**src/rtl/switch_debounce_filter_pkg.sv**
```systemverilog
// Shared constants for the switch debounce front-end: FSM encodings and limits.
// Latency: n/a (package only).
// Backpressure: n/a (package only).
package debounce_pkg;

    // Debounce FSM state encodings (1-bit, legacy-compatible constants)
    localparam logic [0:0] ST_STABLE  = 1'b0;
    localparam logic [0:0] ST_QUALIFY = 1'b1;

    // 10 ms at 25 MHz
    localparam int DEFAULT_DEBOUNCE_LIMIT = 250000;

    // Short limit so simulations reach a decision in a handful of cycles
    localparam int SIM_DEBOUNCE_LIMIT = 4;

endpackage

```
**src/rtl/switch_debounce_filter_if.sv**
```systemverilog
// Pin-side bundle of the debounce filter: raw switch in, clean level/status out.
// Latency: n/a (wires only).
// Backpressure: none; all signals are free-running levels or single-cycle pulses.
//   i_Switch  raw asynchronous switch pin
//   o_Switch  debounced, synchronised level
//   o_Busy    high while a level change is being qualified
//   o_Rise    one-cycle pulse on debounced 0->1 (only with DEBOUNCE_EDGE_PULSE_EN)
//   o_Fall    one-cycle pulse on debounced 1->0 (only with DEBOUNCE_EDGE_PULSE_EN)
interface switch_debounce_filter_if;

    logic i_Switch;
    logic o_Switch;
    logic o_Busy;
`ifdef DEBOUNCE_EDGE_PULSE_EN
    logic o_Rise;
    logic o_Fall;
`endif

    // Filter side
    modport slave (
        input  i_Switch,
        output o_Switch,
`ifdef DEBOUNCE_EDGE_PULSE_EN
        output o_Rise,
        output o_Fall,
`endif
        output o_Busy
    );

    // Pin driver / consumer side
    modport master (
        output i_Switch,
        input  o_Switch,
`ifdef DEBOUNCE_EDGE_PULSE_EN
        input  o_Rise,
        input  o_Fall,
`endif
        input  o_Busy
    );

endinterface

```
**src/rtl/switch_debounce_filter_sync_2ff.sv**
```systemverilog
// Two-flop synchroniser bringing an asynchronous pin into the clk domain.
// Latency: 2 clk cycles from pin change to q.
// Backpressure: none; free-running.
//   clk    destination clock
//   rst_n  asynchronous active-low reset; both flops load RESET_LEVEL
//   d      asynchronous input
//   q      synchronised output (second flop)
module sync_2ff #(
    parameter logic RESET_LEVEL = 1'b0
) (
    input  logic clk,
    input  logic rst_n,
    input  logic d,
    output logic q
);

    logic meta;

    always_ff @(posedge clk or negedge rst_n) begin
        if (!rst_n) begin
            meta <= RESET_LEVEL;
            q    <= RESET_LEVEL;
        end else begin
            meta <= d;
            q    <= meta;
        end
    end

endmodule

```
**src/rtl/switch_debounce_filter.sv**
```systemverilog
// Debounce filter: synchronises a bouncy switch pin and only follows a level held stable.
// Latency: o_Switch follows a held pin change DEBOUNCE_LIMIT+1 edges after it is first sampled.
// Backpressure: none; changes shorter than DEBOUNCE_LIMIT cycles are silently dropped.
// Optional feature macro: DEBOUNCE_EDGE_PULSE_EN adds registered o_Rise/o_Fall pulses.
//   i_Clk    system clock
//   i_Rst_L  asynchronous active-low reset
//   sw       pin bundle (i_Switch in; o_Switch, o_Busy, [o_Rise, o_Fall] out)
module switch_debounce_filter
    import debounce_pkg::*;
#(
    parameter int   DEBOUNCE_LIMIT = DEFAULT_DEBOUNCE_LIMIT,
    parameter logic RESET_LEVEL    = 1'b0
) (
    input  logic                      i_Clk,
    input  logic                      i_Rst_L,
    switch_debounce_filter_if.slave   sw
);

    localparam int CNT_W = $clog2(DEBOUNCE_LIMIT + 1);
    localparam logic [CNT_W-1:0] CNT_ONE  = CNT_W'(1);
    localparam logic [CNT_W-1:0] CNT_LAST = CNT_W'(DEBOUNCE_LIMIT - 1);

    logic             sync_sw;
    logic [0:0]       state;
    logic [CNT_W-1:0] count;
    logic             level_q;
    logic             take;

    sync_2ff #(
        .RESET_LEVEL (RESET_LEVEL)
    ) u_sync (
        .clk   (i_Clk),
        .rst_n (i_Rst_L),
        .d     (sw.i_Switch),
        .q     (sync_sw)
    );

    // Accept the new level this edge: either the qualification window just
    // completed, or the limit is 1 and a single mismatching sample suffices.
    always_comb begin
        take = 1'b0;
        if (sync_sw != level_q) begin
            if (state == ST_QUALIFY) begin
                take = (count == CNT_LAST);
            end else begin
                take = (DEBOUNCE_LIMIT == 1);
            end
        end
    end

    always_ff @(posedge i_Clk or negedge i_Rst_L) begin
        if (!i_Rst_L) begin
            state   <= ST_STABLE;
            count   <= '0;
            level_q <= RESET_LEVEL;
        end else if (take) begin
            level_q <= sync_sw;
            count   <= '0;
            state   <= ST_STABLE;
        end else begin
            case (state)
                ST_STABLE: begin
                    count <= '0;
                    if (sync_sw != level_q) begin
                        state <= ST_QUALIFY;
                        count <= CNT_ONE;
                    end
                end
                default: begin
                    if (sync_sw == level_q) begin
                        // Pin returned to the old level: glitch rejected
                        state <= ST_STABLE;
                        count <= '0;
                    end else begin
                        count <= count + 1'b1;
                    end
                end
            endcase
        end
    end

    assign sw.o_Switch = level_q;
    assign sw.o_Busy   = (state == ST_QUALIFY);

`ifdef DEBOUNCE_EDGE_PULSE_EN
    logic rise_q;
    logic fall_q;

    // Pulses fire on the same edge level_q updates, so they align with o_Switch
    always_ff @(posedge i_Clk or negedge i_Rst_L) begin
        if (!i_Rst_L) begin
            rise_q <= 1'b0;
            fall_q <= 1'b0;
        end else begin
            rise_q <= take &&  sync_sw;
            fall_q <= take && !sync_sw;
        end
    end

    assign sw.o_Rise = rise_q;
    assign sw.o_Fall = fall_q;
`else
    // Level-only build: no edge pulse outputs.
`endif

endmodule

```
**src/flat_wrapper.sv**
```systemverilog
// flat-port wrapper written by rule: the top's interface ports become plain ports
module switch_debounce_filter_flat import debounce_pkg::*;
#(
    parameter int   DEBOUNCE_LIMIT = DEFAULT_DEBOUNCE_LIMIT,
    parameter logic RESET_LEVEL    = 1'b0
)
  (i_Clk, i_Rst_L, sw_i_Switch, sw_o_Switch, sw_o_Busy);
  switch_debounce_filter_if sw_i ();
  input  logic i_Clk;
  input  logic i_Rst_L;
  input wire logic [$bits(sw_i.i_Switch)-1:0] sw_i_Switch;
  output wire logic [$bits(sw_i.o_Switch)-1:0] sw_o_Switch;
  output wire logic [$bits(sw_i.o_Busy)-1:0] sw_o_Busy;
  assign sw_i.i_Switch = sw_i_Switch;
  assign sw_o_Switch = sw_i.o_Switch;
  assign sw_o_Busy = sw_i.o_Busy;
  switch_debounce_filter #(.DEBOUNCE_LIMIT(DEBOUNCE_LIMIT), .RESET_LEVEL(RESET_LEVEL)) u_core (.i_Clk(i_Clk), .i_Rst_L(i_Rst_L), .sw(sw_i));
endmodule
```
**config.mk**
```make
export PLATFORM = sky130hd
export DESIGN_NAME = switch_debounce_filter_flat
export DESIGN_NICKNAME = d
export VERILOG_FILES = /design/src/rtl/switch_debounce_filter_pkg.sv /design/src/rtl/switch_debounce_filter_if.sv /design/src/rtl/switch_debounce_filter_sync_2ff.sv /design/src/rtl/switch_debounce_filter.sv /design/src/flat_wrapper.sv
export SDC_FILE = /design/constraint.sdc
export NUM_CORES = 1
export LEC_CHECK = 0
export CAP_MARGIN = 20
export CORE_MARGIN = 3
export CORE_UTILIZATION = 40
export DETAILED_ROUTE_END_ITERATION = 6
export PLACE_DENSITY = 0.56
export SYNTH_ARGS = -nofsm -noshare
export SYNTH_HDL_FRONTEND = slang
export SYNTH_HIERARCHICAL = 1
export SYNTH_SLANG_ARGS = --single-unit
```
**constraint.sdc**
```tcl
create_clock -name i_Clk -period 1.8 [get_ports i_Clk]
set_input_delay 0.27 -clock i_Clk [delete_from_list [all_inputs] [get_ports i_Clk]]
set_output_delay 0.27 -clock i_Clk [all_outputs]
set_load 0.01 [all_outputs]
```
==> metrics, run 1 <==
reg2reg end=u_core/sw.o_Switch; DRC errors left=0; slew margin rel.=75.1%; setup ws final=0.0427 ns; clock root buffer=clkbuf_4; Vias per Instance=5.33; Post-Synth Adder-Cell Area=1.13%; Die Ht=58.5 um; compound-gate portion of the synthesized area=4.42%; maximum vdd drop=0.637 mV; All-Layer GR Usage=13.8%; post-synthesis mux area share=1.02%; Die ar.=3430 um^2; fin crit share=97.6%; ys flop type=dfrtp_1; Initial DRC Count=20; Max Slew Vio Count=0; CTS tree=done; fmax=569 MHz; CTS clk-pin slew, worst paths=0.12 ns; share of cells above drive strength 1=27.8%; Final min period=1.76 ns; Yosys reg bits=22; Antenna diodes=0; worst path cell trace=ha_2 -> nand3_2 -> or4_4 -> nor2_4 -> mux2_1; Post-synth EDFFs=0; Mapped Cells=101; detailed placement HPWL=1520 um; CTS max path bufs=2; syn nets=105; vias in the first global route=777; Worst Path Max Fanout=2; clock sinks=22; post-route insts no fill=156; max incr delay on CP=0.57 ns; Leakage=0.587 nW; WP data arrival=1.96 ns; setup_tns=0 ns; Crit path buffers/inverters=0; main combinational cell family by area after synthesis=simple AND/OR/NAND/NOR gates; Critical Path RT=2.00 ns; dpl ws=0.0199 ns; status=complete, no violations; placed insts=145; area delta synth->final=24.8%; switch share=19.6%; dpl cell area=1240 um^2; DIE WIDTH=58.5 um; Int Pwr=0.747 mW; total congestion overflow=0; via count=832; MaxCap Viol Count=0; Layout Utilization=54.1%; # IOs=5; Crit path max-delay family=simple AND/OR/NAND/NOR gates; clock skew=0.00202 ns; Worst Reg-to-Reg Cells=5; WL/cell=14.4 um; Crit. End Element=flip-flop; Clock power frac=40.5%; first-pass GRT wire length=3590 um; Critical R2R Launch=u_core/count[0]; sequential power share=54.4%; Worst-Margin Slew=0.370 ns; pwr dens=675 nW/um^2; switching power=0.183 mW; core area=2540 um^2; Synth Cell Area=1100 um^2; sequential cell area fraction in the yosys report=49.9%; final net count=131; R2R Setup Slk=0.04 ns; endpoints failing hold=0; overall power=0.930 mW; number of port buffers=4; Crit Path Class=flip-flop to flip-flop; Avg Cell Area, Syn=10.9 um^2; simple-gate area share of the yosys netlist=25.9%; drt total wl=2240 um; slowest stage cell, crit path=or4_4; H-tree depth=1; ys async rst share=100%; Final Setup Violations=0; critical path startpoint category=flip-flop; Synth Warn #=6; cell row count=18; GPL Wtd Cong=0.829; min-delay worst type=input pin to async pin; TritonCTS buffer count=3; distinct cell type count after synthesis=30; hold_ws=0.285 ns; share of total power in combinational logic=5.1%; Clk Latency, worst-skew pair=0.31 ns; initial cell density of the core=43.4%; xor and xnor area share after synthesis=12.7%; Detailed Routing Iterations Pass 1=4; final design area excluding fillers=1380 um^2; Detail Route Antenna Nets=0; pin count of the biggest net entering global routing=23; antenna violations before repair=0
[power by group through the flow]
stage | registers (mW) | clock network, mW | logic (mW)
final | 0.506 | 0.377 | 0.0475
after global routing | 0.507 | 0.410 | 0.0535
after CTS | 0.506 | 0.390 | 0.0462
after detailed placement | 0.516 | 0 | 0.0462
after global placement | 0.515 | 0 | 0.0461
after floorplan | 0.516 | 0 | 0.0162
[cell usage after synthesis (2+ instances only)]
cell	count	area, um^2
xor2_1	11	96.3
dfrtp_1	22	551
a21oi_1	2	10.0
and4_1	2	17.5
nand4_1	7	43.8
nor2_1	16	60.1
nand3_1	6	30.0
nor4b_1	2	17.5
nor4_1	2	12.5
xnor2_1	5	43.8
inv_1	4	15.0
o21ai_0	2	10.0
nand2_1	3	11.3
[worst max path at each step]
stage / start / endpoint / slack (ns) / depth (start not counted)
global placement: u_core/count[0] / u_core/sw.o_Switch / 0.06 / 5
finish: u_core/count[0] / u_core/sw.o_Switch / 0.04 / 5
CTS: u_core/count[0] / u_core/sw.o_Switch / 0.003 / 5
detailed placement: u_core/count[0] / u_core/sw.o_Switch / 0.02 / 5
global route: u_core/count[11] / u_core/count[17] / -0.04 / 6
floorplan: u_core/count[0] / u_core/sw.o_Switch / -0.01 / 5
[routing by layer]
layer	track usage, %	share of wire, %
met1	18.8	46
met3	4.61	4.0
met5	0	0
met4	2.98	0.67
met2	21.2	49
[state kept, by name (all words and copies together), names as in the netlist]
signal,cells
u_core/sw.o_Switch,1
u_core/sw.o_Busy,1
u_core/u_sync/q,1
u_core/count,18
u_core/u_sync/meta,1
[what timing repair did]
item                       CTS  global route
setup endpoints to repair    0            16
setup buffers                0             7
hold buffers                 0             0
resized for setup            0             9
[cell usage in the layout, fill, tap and decap left out, types with 2 or more instances in the layout]
master / netlist / routed
a21oi_1: 2 / 2
and4_1: 2 / 2
buf_4: 1 / 17
buf_6: 0 / 2
clkbuf_4: 0 / 3
clkdlybuf4s50_1: 0 / 4
dfrtp_1: 22 / 20
dfrtp_2: 0 / 2
inv_1: 4 / 4
nand2_1: 3 / 3
nand3_1: 6 / 5
nand4_1: 7 / 7
nor2_1: 16 / 15
nor4_1: 2 / 2
o21ai_0: 2 / 2
or4_4: 1 / 2
xnor2_1: 5 / 5
xor2_1: 11 / 11
[layout make-up]
cell class / instances / area [um^2]
well taps: 30 / 37.5
clock buffers: 3 / 22.5
fillers: 217 / 1170
clock inverters: 1 / 30.0
flip-flops and latches: 22 / 553
inverters: 4 / 15.0
repair buffers: 23 / 190
multi-input cells: 73 / 529
[cells by family after synthesis]
logic type               Yosys count
AO/OA/AOI/OAI                      6
AND/OR/NAND/NOR                   49
buffers and inverters              6
XOR/XNOR                          16
multiplexers                       1
adder cells (fa/ha/maj)            1
flip-flops                        22
No activity file was read; power rests on OpenSTA's default activity.
==> run 2: changes to the inputs <==
- CORE_MARGIN: 3 -> not set
- PLACE_DENSITY: 0.56 -> 0.54
- clock period: 1.8 -> 2.04 ns (I/O delays scaled with it)
==> run 2 against run 1 <==
Net effect: via count is 10% lower; critical endpoint unchanged; worst hold slack better by 0.023 ns; worst setup slack improved by 0.086 ns; non-clock buffer count is 15 lower.
==> metrics, run 2 (synthesis gave the netlist of run 1 again) <==
status=complete, no violations; GPL Wtd Cong=0.743; pin count of the biggest net entering global routing=23; setup_tns=0 ns; initial cell density of the core=43.4%; Detail Route Antenna Nets=0; Worst Path Max Fanout=5; number of port buffers=4; Leakage=0.501 nW; overall power=0.723 mW; Initial DRC Count=7; share of cells above drive strength 1=10.8%; clock sinks=22; Max Slew Vio Count=0; H-tree depth=1; drt total wl=1860 um; Resized cells post-CTS=0; Clk Latency, worst-skew pair=0.31 ns; MaxCap Viol Count=0; WL/cell=13.2 um; clock root buffer=clkbuf_4; first-pass GRT wire length=3170 um; commonest cells after routing, fill and taps aside=dfrtp_1 (22), nor2_1 (16), xor2_1 (11), nand4_1 (7), nand3_1 (6); CTS tree=done; RSZ-0062 raised after global routing=false; dpl ws=0.128 ns; maximum vdd drop=0.400 mV; Crit. End Element=flip-flop; Critical Path RT=2.26 ns; endpoints failing hold=0; # IOs=5; total congestion overflow=0; area delta synth->final=9.41%; slew margin rel.=66.9%; final net count=116; Final min period=1.91 ns; Die ar.=2970 um^2; fin crit share=93.7%; Vias per Instance=5.28; critical path startpoint category=flip-flop; Largest register FFs=18; postcts setup bufs=0; setup ws final=0.129 ns; Antenna diodes=0; Detailed Routing Iterations Pass 1=4; antenna violations before repair=0; WP data arrival=2.13 ns; All-Layer GR Usage=15.7%; pwr dens=599 nW/um^2; CTS max path bufs=2; via count=745; vias in the first global route=735; Largest Register=u_core/count; min-delay worst type=input pin to async pin; CTS clk-pin slew, worst paths=0.13 ns; cell row count=18; most common cell after layout, fill and taps aside=dfrtp_1; Worst-Margin Slew=0.489 ns; fmax=523 MHz; DRC errors left=0; core area=2540 um^2; hold_buf cts=0; Crit Path Class=flip-flop to flip-flop; Die Ht=54.5 um; detailed placement HPWL=1340 um; TritonCTS buffer count=3; clock skew=0.0128 ns; DIE WIDTH=54.5 um; Final Setup Violations=0
## run 2: worst paths after layout
| path | to | startpoint | depth (start not counted) | slack (ns) |
|---|---|---|---|---|
| worst min register to register | u_core/u_sync/q | u_core/u_sync/meta | 0 | 0.37 |
| worst min-delay path | u_core/count[7] | i_Rst_L | 2 | 0.31 |
| max in group asynchronous | u_core/count[3] | i_Rst_L | 2 | 1.49 |
| worst max-delay path | u_core/sw.o_Switch | u_core/count[0] | 5 | 0.13 |
| worst max register to register | u_core/sw.o_Switch | u_core/count[0] | 5 | 0.13 |
| min in group i_Clk | u_core/u_sync/q | u_core/u_sync/meta | 0 | 0.37 |
## run 2: worst max-delay path, stage by stage, from the launching register on
cell	delay [ns]
dfrtp_1	0.42
ha_1	0.19
nand3_1	0.13
or4_4	0.53
nor2_1	0.21
mux2_1	0.34
## run 2: through the flow
stage | util, % | instance area (um^2) | cells | hold slack [ns]
final | 47.4 | 1210 | 141 | 0.308
after global routing | 47.4 | 1210 | 141 | 0.360
after CTS | 47.4 | 1210 | 141 | 0.316
after detailed placement | 46.0 | 1170 | 137 | 0.347
after global placement | 46.0 | 1170 | 137 | 0.338
after floorplan | - | 1100 | 101 | 0.0104
## run 2: area by class of cell
cell class	instances	area [um^2]
multi-input combinational	73	498
timing repair buffer	8	70.1
sequential	22	551
clock buffer	4	36.3
inverter	4	15.0
tap	30	37.5
fill	242	1340
## run 2: power by group
part	internal (mW)	total (mW)	switching, mW
clock	0.109	0.242	0.133
sequential	0.442	0.448	0.00644
combinational	0.0146	0.0335	0.0188
## run 2: routing by layer
| metal | GRT usage [%] | vias up | routed length (um) |
|---|---|---|---|
| met1 | 18.8 | 358 | 923 |
| met4 | 5.13 | 0 | 23 |
| met5 | 0 | - | 0 |
| met3 | 5.83 | 4 | 56 |
| met2 | 26.0 | 6 | 854 |
| li1 | - | 377 | - |
